==> src/rtl/pc_pkg.sv <==
// Shared constants for the program-counter stage: FSM state encoding and
// default reset/trap vectors, sequential step and alignment width.
package pc_pkg;

  localparam logic [1:0] ST_BOOT   = 2'd0;
  localparam logic [1:0] ST_RUN    = 2'd1;
  localparam logic [1:0] ST_HALTED = 2'd2;
  localparam logic [1:0] ST_TRAP   = 2'd3;

  localparam logic [31:0] PC_RESET_VECTOR = 32'h0000_0000;
  localparam logic [31:0] PC_TRAP_VECTOR  = 32'h0000_0080;
  localparam int          PC_STEP         = 4;
  localparam int          PC_ALIGN_BITS   = 2;

endpackage

==> src/rtl/pc_incrementer.sv <==
// Constant adder producing PC+STEP; wraps modulo 2^WIDTH.
module pc_incrementer
  import pc_pkg::*;
#(
  parameter int WIDTH = 32,
  parameter int STEP  = PC_STEP
) (
  input  logic [WIDTH-1:0] inA,
  output logic [WIDTH-1:0] outSum
);

  assign outSum = inA + WIDTH'(STEP);

endmodule

==> src/rtl/pc_unit.sv <==
// Program-counter stage: boot, run, stall, halt/resume and misaligned-target trap.
// Optional macro PC_UNIT_BRANCH_CNT_EN adds a saturating accepted-load counter port.
module pc_unit
  import pc_pkg::*;
#(
  parameter int               WIDTH        = 32,
  parameter int               STEP         = PC_STEP,
  parameter int               ALIGN_BITS   = PC_ALIGN_BITS,
  parameter logic [WIDTH-1:0] RESET_VECTOR = WIDTH'(PC_RESET_VECTOR),
  parameter logic [WIDTH-1:0] TRAP_VECTOR  = WIDTH'(PC_TRAP_VECTOR)
) (
  input  logic             inClk,
  input  logic             inRst,
  input  logic [WIDTH-1:0] inNextPC,
  input  logic             inLoad,
  input  logic             inStall,
  input  logic             inHalt,
  input  logic             inResume,
  output logic [WIDTH-1:0] outPC,
  output logic [WIDTH-1:0] outPCPlus,
  output logic             outValid,
  output logic             outHalted,
  output logic             outTrap,
  output logic [WIDTH-1:0] outTrapAddr
`ifdef PC_UNIT_BRANCH_CNT_EN
  ,
  output logic [31:0]      outBranchCnt
`endif
);

  // Mask form keeps the check legal even when ALIGN_BITS is zero.
  localparam logic [WIDTH-1:0] ALIGN_MASK = WIDTH'((64'd1 << ALIGN_BITS) - 64'd1);

  logic [1:0]       state_q, state_d;
  logic [WIDTH-1:0] pc_q, pc_d;
  logic [WIDTH-1:0] trap_addr_q, trap_addr_d;
  logic [WIDTH-1:0] pc_plus;
  logic             target_aligned;
  logic             load_accept;

  pc_incrementer #(
    .WIDTH (WIDTH),
    .STEP  (STEP)
  ) u_inc (
    .inA    (pc_q),
    .outSum (pc_plus)
  );

  assign target_aligned = (inNextPC & ALIGN_MASK) == '0;
  assign load_accept    = (state_q == ST_RUN) && !inHalt && !inStall && inLoad
                          && target_aligned;

  always_comb begin
    state_d     = state_q;
    pc_d        = pc_q;
    trap_addr_d = trap_addr_q;
    case (state_q)
      ST_BOOT: state_d = ST_RUN;
      ST_RUN: begin
        if (inHalt) begin
          state_d = ST_HALTED;
        end else if (inStall) begin
          state_d = ST_RUN;
        end else if (inLoad) begin
          if (target_aligned) begin
            pc_d = inNextPC;
          end else begin
            state_d     = ST_TRAP;
            trap_addr_d = inNextPC;
          end
        end else begin
          pc_d = pc_plus;
        end
      end
      ST_HALTED: begin
        if (inResume) state_d = ST_RUN;
      end
      default: begin
        pc_d    = TRAP_VECTOR;
        state_d = ST_RUN;
      end
    endcase
  end

  always_ff @(posedge inClk) begin
    if (inRst) begin
      state_q     <= ST_BOOT;
      pc_q        <= RESET_VECTOR;
      trap_addr_q <= '0;
    end else begin
      state_q     <= state_d;
      pc_q        <= pc_d;
      trap_addr_q <= trap_addr_d;
    end
  end

`ifdef PC_UNIT_BRANCH_CNT_EN
  function automatic logic [31:0] sat_inc(input logic [31:0] v, input logic en);
    if (en && (v != 32'hFFFF_FFFF)) return v + 32'd1;
    return v;
  endfunction

  logic [31:0] branch_cnt_q, branch_cnt_d;

  always_comb begin
    branch_cnt_d = sat_inc(branch_cnt_q, load_accept);
  end

  always_ff @(posedge inClk) begin
    if (inRst) branch_cnt_q <= '0;
    else       branch_cnt_q <= branch_cnt_d;
  end

  assign outBranchCnt = branch_cnt_q;
`else
  logic unused_load_accept;
  assign unused_load_accept = load_accept;
`endif

  assign outPC       = pc_q;
  assign outPCPlus   = pc_plus;
  assign outValid    = (state_q == ST_RUN);
  assign outHalted   = (state_q == ST_HALTED);
  assign outTrap     = (state_q == ST_TRAP);
  assign outTrapAddr = trap_addr_q;

endmodule

==> config.mk <==
export PLATFORM = sky130hd
export DESIGN_NAME = pc_unit
export DESIGN_NICKNAME = d
export VERILOG_FILES = /design/src/rtl/pc_pkg.sv /design/src/rtl/pc_incrementer.sv /design/src/rtl/pc_unit.sv
export SDC_FILE = /design/constraint.sdc
export NUM_CORES = 1
export LEC_CHECK = 0
export CELL_PAD_IN_SITES_DETAIL_PLACEMENT = 1
export CELL_PAD_IN_SITES_GLOBAL_PLACEMENT = 2
export CORE_ASPECT_RATIO = 1.5
export CORE_MARGIN = 2
export CORE_UTILIZATION = 26
export DETAILED_ROUTE_END_ITERATION = 8
export GPL_ROUTABILITY_DRIVEN = 0
export PLACE_DENSITY_LB_ADDON = 0.12
export SYNTH_ARGS = -nofsm -noshare
export SYNTH_HDL_FRONTEND = slang
export SYNTH_HIERARCHICAL = 1
export SYNTH_SLANG_ARGS = --single-unit
==> constraint.sdc <==
create_clock -name inClk -period 2.1 [get_ports inClk]
set_input_delay 0.21 -clock inClk [delete_from_list [all_inputs] [get_ports inClk]]
set_output_delay 0.21 -clock inClk [all_outputs]
set_load 0.05 [all_outputs]
==> results.yml, run 1 <==
yosys:
  syn_area_sq_um: 3770
  synthFlopType: "dfxtp_1"
  mappedNetlistNets: 442
  synth-edff-count: 0
  synth_cells: 403
  ys_seq_area_share_pct: 35.0
  ys_seq_elements: 66
  ys_warn_count: 6
  synthDistinctLibCells: 48
  async_reset_ff_share_pct: 0
  avgSynthCellArea_sq_um: 9.36
timing:
  setup-tns-final_ns: -1.69
  relSlewSlack_pct: 37.3
  slew_violations: 0
  finalHoldViolations: 0
  worst_slack_ns: -0.164
  tightest_slew_ns: 0.940
  holdWs_ns: 0.308
  period_share_pct: 108
  post-route-min-period_ns: 2.26
  fmax_mhz: 442
  setup_violations: 19
  rsz0062_at_grt: "yes"
  finClkSkew_ns: 0.00744
layout:
  final_cell_area_sq_um: 7080
  area_delta_synth_final_pct: 87.7
  final_common_cell: "clkdlybuf4s50_1"
  drive_above_1_share_pct: 40.6
  antenna_cells: 0
  final_cells: 771
  regArea_sq_um: 1390
  fin_nets: 613
  layout_common_cells: "103 x clkdlybuf4s50_1, 60 x buf_4, 40 x dfxtp_1, 34 x buf_12, 33 x nand3_1"
  final_core_util_pct: 50.1
  fillerInstances: 1531
  multiInputGateArea_sq_um: 2890
floorplanning:
  start_util_pct: 26.7
  row_count: 53
  pin_count: 137
  coreArea_sq_um: 14100
  dieArea_sq_um: 15500
  die_h_um: 152
  die_w_um: 102
setup_path:
  required_ns: 1.89
  crit_type: "reg -> out"
  cp.arrival_ns: 2.05
  cp-end-kind: "output port"
  r2r_cells: 8
  cp_max_fo: 7
  start_kind: "register"
  rrSetupSlack_ns: 0.05
clock_network:
  htree_levels: 3
  cts-root-buf: "clkbuf_16"
  clock_sinks: 66
  cts_tree: "built"
  numCtsBuffers: 9
  worstSkewPairLatency_ns: 0.34
  hold_buffers: 0
  path_clk_slew_ns: 0.06
  clk_path_buf_depth: 2
global_routing:
  grtUsageTotal_pct: 20.5
  grt_pass1_vias: 4220
  grt_pass1_wl_um: 24300
  grt_overflow: 0
  grt_start_max_net_pins: 68
  antenna_found_initial: 0
placed_design:
  portBuffers: 136
  hpwl_um: 10800
  placed_cell_area_sq_um: 6310
  dpl.cell_count: 718
  place_ws_ns: -0.0423
pwr:
  ir_drop_v: 0.000307
  leakage_nw: 2.75
  p_per_area_nw_per_um2: 484
  power_mw: 3.43
worst_hold_path:
  hold_path.class: "in -> reg"
  whs_path_depth: 4
drt:
  drtAntennaViolNets: 0
  num_vias: 4008
  drt-wirelength-per-cell_um: 20.1
  drc_errors: 0
  routed_via_density: 5.20
  drtIter0Drc: 84
  wirelength_um: 15500
  dr.pass1.iters: 4
job:
  maxCapViolCount: 0
run_status:
  violations: "setup timing"
  status: "complete, but fails checks"
[metal layers]
layer	vias to the layer above	global-route usage, %	share of wire (%)
li1	1873	-	-
met4	0	8.07	2.3
met5	-	0	0
met3	19	2.61	3.2
met2	90	36.4	54
met1	2026	24.9	40
[flip-flops by register name (all words and copies together), names as in the netlist]
name         flops
outTrapAddr     32
outPC           32
state_q          2
[repair_timing]
item | CTS | global route
setup endpoints to repair | 20 | 22
buffers inserted | 23 | 15
pin swaps | 17 | 21
gates resized for setup | 14 | 22
[where the power goes]
group | switching [mW] | internal, mW
Clock | 0.601 | 0.914
Sequential | 0.0220 | 1.26
Combinational | 0.384 | 0.246
Total | 1.01 | 2.42
[worst max-delay path: stages (launching register included)]
cell and delay (ns):
dfxtp_4 0.41, nand3_4 0.12, nor4_4 0.34, buf_12 0.16, nand4_1 0.24, xnor2_4 0.28
buf_12 0.17
[synth_stat cells (2+ instances only)]
master | count | area [sq um]
o21ai_1 | 3 | 15.0
or2_2 | 2 | 12.5
a211oi_1 | 2 | 15.0
nor2_1 | 9 | 33.8
nor3_1 | 3 | 15.0
nor4_4 | 2 | 42.5
xnor2_1 | 21 | 184
dfxtp_1 | 66 | 1320
buf_4 | 3 | 22.5
clkbuf_1 | 36 | 135
and2_1 | 2 | 12.5
nor2b_1 | 4 | 25.0
inv_1 | 3 | 11.3
buf_6 | 3 | 33.8
buf_1 | 2 | 7.51
and3_1 | 3 | 18.8
nand2_1 | 11 | 41.3
o21ai_0 | 28 | 140
o211ai_1 | 29 | 218
nand4_1 | 9 | 56.3
nand2b_1 | 2 | 12.5
xor2_1 | 7 | 61.3
mux2i_1 | 29 | 290
nand3_1 | 41 | 205
a21oi_1 | 32 | 160
o41ai_2 | 29 | 472
[area by class of cell]
| cell class | instances | share of cell area, % |
|---|---|---|
| Multi-Input combinational cell | 289 | 40.9 |
| Clock inverter | 7 | 0.990 |
| Timing Repair Buffer | 205 | 31.8 |
| Inverter | 3 | 0.159 |
| Tap cell | 192 | 3.39 |
| Clock buffer | 9 | 3.18 |
| Sequential cell | 66 | 19.6 |
[cell families after synthesis]
group | synth area share (%)
flip-flops | 35.0
XOR/XNOR | 6.50
adder cells (fa/ha/maj) | 0.332
AND/OR/NAND/NOR | 15.8
AO/OA/AOI/OAI | 28.7
multiplexers | 8.00
buffers and inverters | 5.71
[worst paths after layout]
path | startpoint | endpoint
setup reg to reg | outPC[3] | outPC[15]
hold reg to reg | outTrapAddr[1] | outTrapAddr[1]
setup / recovery | outPC[14] | outPCPlus[31]
hold / removal | inRst | outPC[5]
Note: power is estimated with default switching activity, not from simulation.
==> run 2: changes to the inputs <==
--- a/config.mk
+++ b/config.mk
@@ -5,6 +5,7 @@
 export SDC_FILE = /design/constraint.sdc
 export NUM_CORES = 1
 export LEC_CHECK = 0
+export CAP_MARGIN = 25
 export CELL_PAD_IN_SITES_DETAIL_PLACEMENT = 1
 export CELL_PAD_IN_SITES_GLOBAL_PLACEMENT = 2
 export CORE_ASPECT_RATIO = 1.5
@@ -12,7 +13,7 @@
 export CORE_UTILIZATION = 26
 export DETAILED_ROUTE_END_ITERATION = 8
 export GPL_ROUTABILITY_DRIVEN = 0
-export PLACE_DENSITY_LB_ADDON = 0.12
+export PLACE_DENSITY_LB_ADDON = 0.1
 export SYNTH_ARGS = -nofsm -noshare
 export SYNTH_HDL_FRONTEND = slang
 export SYNTH_HIERARCHICAL = 1
==> results.yml, run 2 (synthesized netlist as in run 1, its figures left out) <==
clock_network:
  cts-root-buf: "clkbuf_16"
  worstSkewPairLatency_ns: 0.33
  numCtsBuffers: 9
  htree_levels: 3
  cts_tree: "built"
  path_clk_slew_ns: 0.06
  clock_sinks: 66
  hold_buffers: 0
  clk_path_buf_depth: 2
global_routing:
  globalRoute.busiestLayer: "met2"
  antenna_found_initial: 0
  grt_pass1_vias: 4244
  grt_pass1_wl_um: 24400
  grt_start_max_net_pins: 32
  met1_usage_pct: 26.0
  use_met3_pct: 2.98
  grtUsageTotal_pct: 20.7
  grt_overflow: 0
  grt.met2_usage_pct: 35.2
floorplanning:
  pin_count: 137
  die_h_um: 152
  start_util_pct: 26.7
  die_w_um: 102
  row_count: 53
  coreArea_sq_um: 14100
  dieArea_sq_um: 15500
setup_path:
  cp.arrival_ns: 2.01
  cp-end-kind: "output port"
  crit_type: "reg -> out"
  required_ns: 1.89
  r2r-start: "outPC[3]"
  endpoint: "outPCPlus[28]"
  cp-startpoint: "outPC[10]"
  r2r_cells: 8
  start_kind: "register"
  cp_max_fo: 8
  r2r-end: "outPC[25]"
  rrSetupSlack_ns: 0.14
job:
  maxCapViolCount: 0
timing:
  tightest_slew_ns: 0.771
  holdWs_ns: 0.275
  finalHoldViolations: 0
  finClkSkew_ns: 0.00699
  period_share_pct: 106
  fmax_mhz: 451
  slew_violations: 0
  rsz0062_at_grt: "yes"
  setup_violations: 10
  worst_slack_ns: -0.119
  relSlewSlack_pct: 48.6
  post-route-min-period_ns: 2.22
layout:
  final_cell_area_sq_um: 6970
  fillerInstances: 1504
  final_core_util_pct: 49.4
  drive_above_1_share_pct: 39.4
  antenna_cells: 0
  final_cells: 768
  regArea_sq_um: 1390
  area_delta_synth_final_pct: 84.9
  multiInputGateArea_sq_um: 2850
  layout_common_cells: "103 x clkdlybuf4s50_1, 65 x buf_4, 40 x dfxtp_1, 35 x nand3_1"
  final_common_cell: "clkdlybuf4s50_1"
  fin_nets: 610
placed_design:
  portBuffers: 136
  placed_cell_area_sq_um: 6290
  hpwl_um: 11200
  dpl.cell_count: 719
drt:
  num_vias: 3949
  dr.pass1.iters: 4
  drc_errors: 0
  routed_via_density: 5.14
  drt-wirelength-per-cell_um: 20.5
  wirelength_um: 15700
  drtIter0Drc: 115
  drtAntennaViolNets: 0
pwr:
  p_per_area_nw_per_um2: 504
  leakage_nw: 2.72
  power_mw: 3.52
  ir_drop_v: 0.000301
run_status:
  violations: "setup timing"
  status: "complete, but fails checks"
worst_hold_path:
  min-delay-start: "inRst"
  hold_path.class: "in -> reg"
  whs_path_depth: 2
[run 2: changes by cell type in the layout (fill, tap and decap cells not counted), moves of 2 or more]
cell	previous run	this run
buf_4	60	65
buf_6	6	2
buf_12	34	31
nand2_1	5	8
nand2_2	3	0
clkinvlp_4	3	1
nand3_1	33	35
nand3_2	3	1
xnor2_2	1	3
xnor2_4	18	16
[run 2: layer usage]
| layer | part of all wire [%] | wire (um) |
|---|---|---|
| met5 | 0 | 0 |
| met1 | 42 | 6630 |
| met2 | 52 | 8140 |
| met3 | 3.4 | 542 |
| met4 | 2.7 | 418 |
[run 2: worst min path at each step]
stage                                 end
after floorplan                state_q[0]
after global placement     outTrapAddr[1]
after detailed placement   outTrapAddr[1]
after CTS                 outTrapAddr[20]
after global routing      outTrapAddr[20]
final                     outTrapAddr[19]
[run 2: what timing repair did]
| action | 4_1_cts | 5_1_grt |
|---|---|---|
| pin swaps | 12 | 12 |
| setup endpoints to repair | 18 | 21 |
| buffers inserted | 19 | 14 |
| gates resized for setup | 9 | 13 |
[run 2: metrics by stage]
stage | setup slack (ns) | setup TNS (ns)
after floorplan | -0.274 | -2.39
after global placement | 0.107 | 0
final | -0.119 | -0.557
after global routing | -0.192 | -1.80
after CTS | -0.134 | -0.798
after detailed placement | 0.0653 | 0
[run 2: final cells by class]
type	count	area share, %
inverters	3	0.161
flip-flops and latches	66	19.9
multi-input cells	289	40.9
clock buffers	12	3.84
clock inverters	4	0.682
repair buffers	202	31.1
well taps	192	3.44
[run 2: critical path, cell delays in order (launching register included)]
cell and delay, ns:
dfxtp_4 0.37, nand4_4 0.16, nor4_4 0.35, buf_12 0.16
nand4_1 0.21, xnor2_4 0.26, buf_12 0.17
[run 2: power breakdown]
part	switching, mW	total (mW)	internal, mW
Sequential	0.0253	1.29	1.26
Clock	0.590	1.61	1.02
Combinational	0.383	0.621	0.237
Total	0.999	3.52	2.52
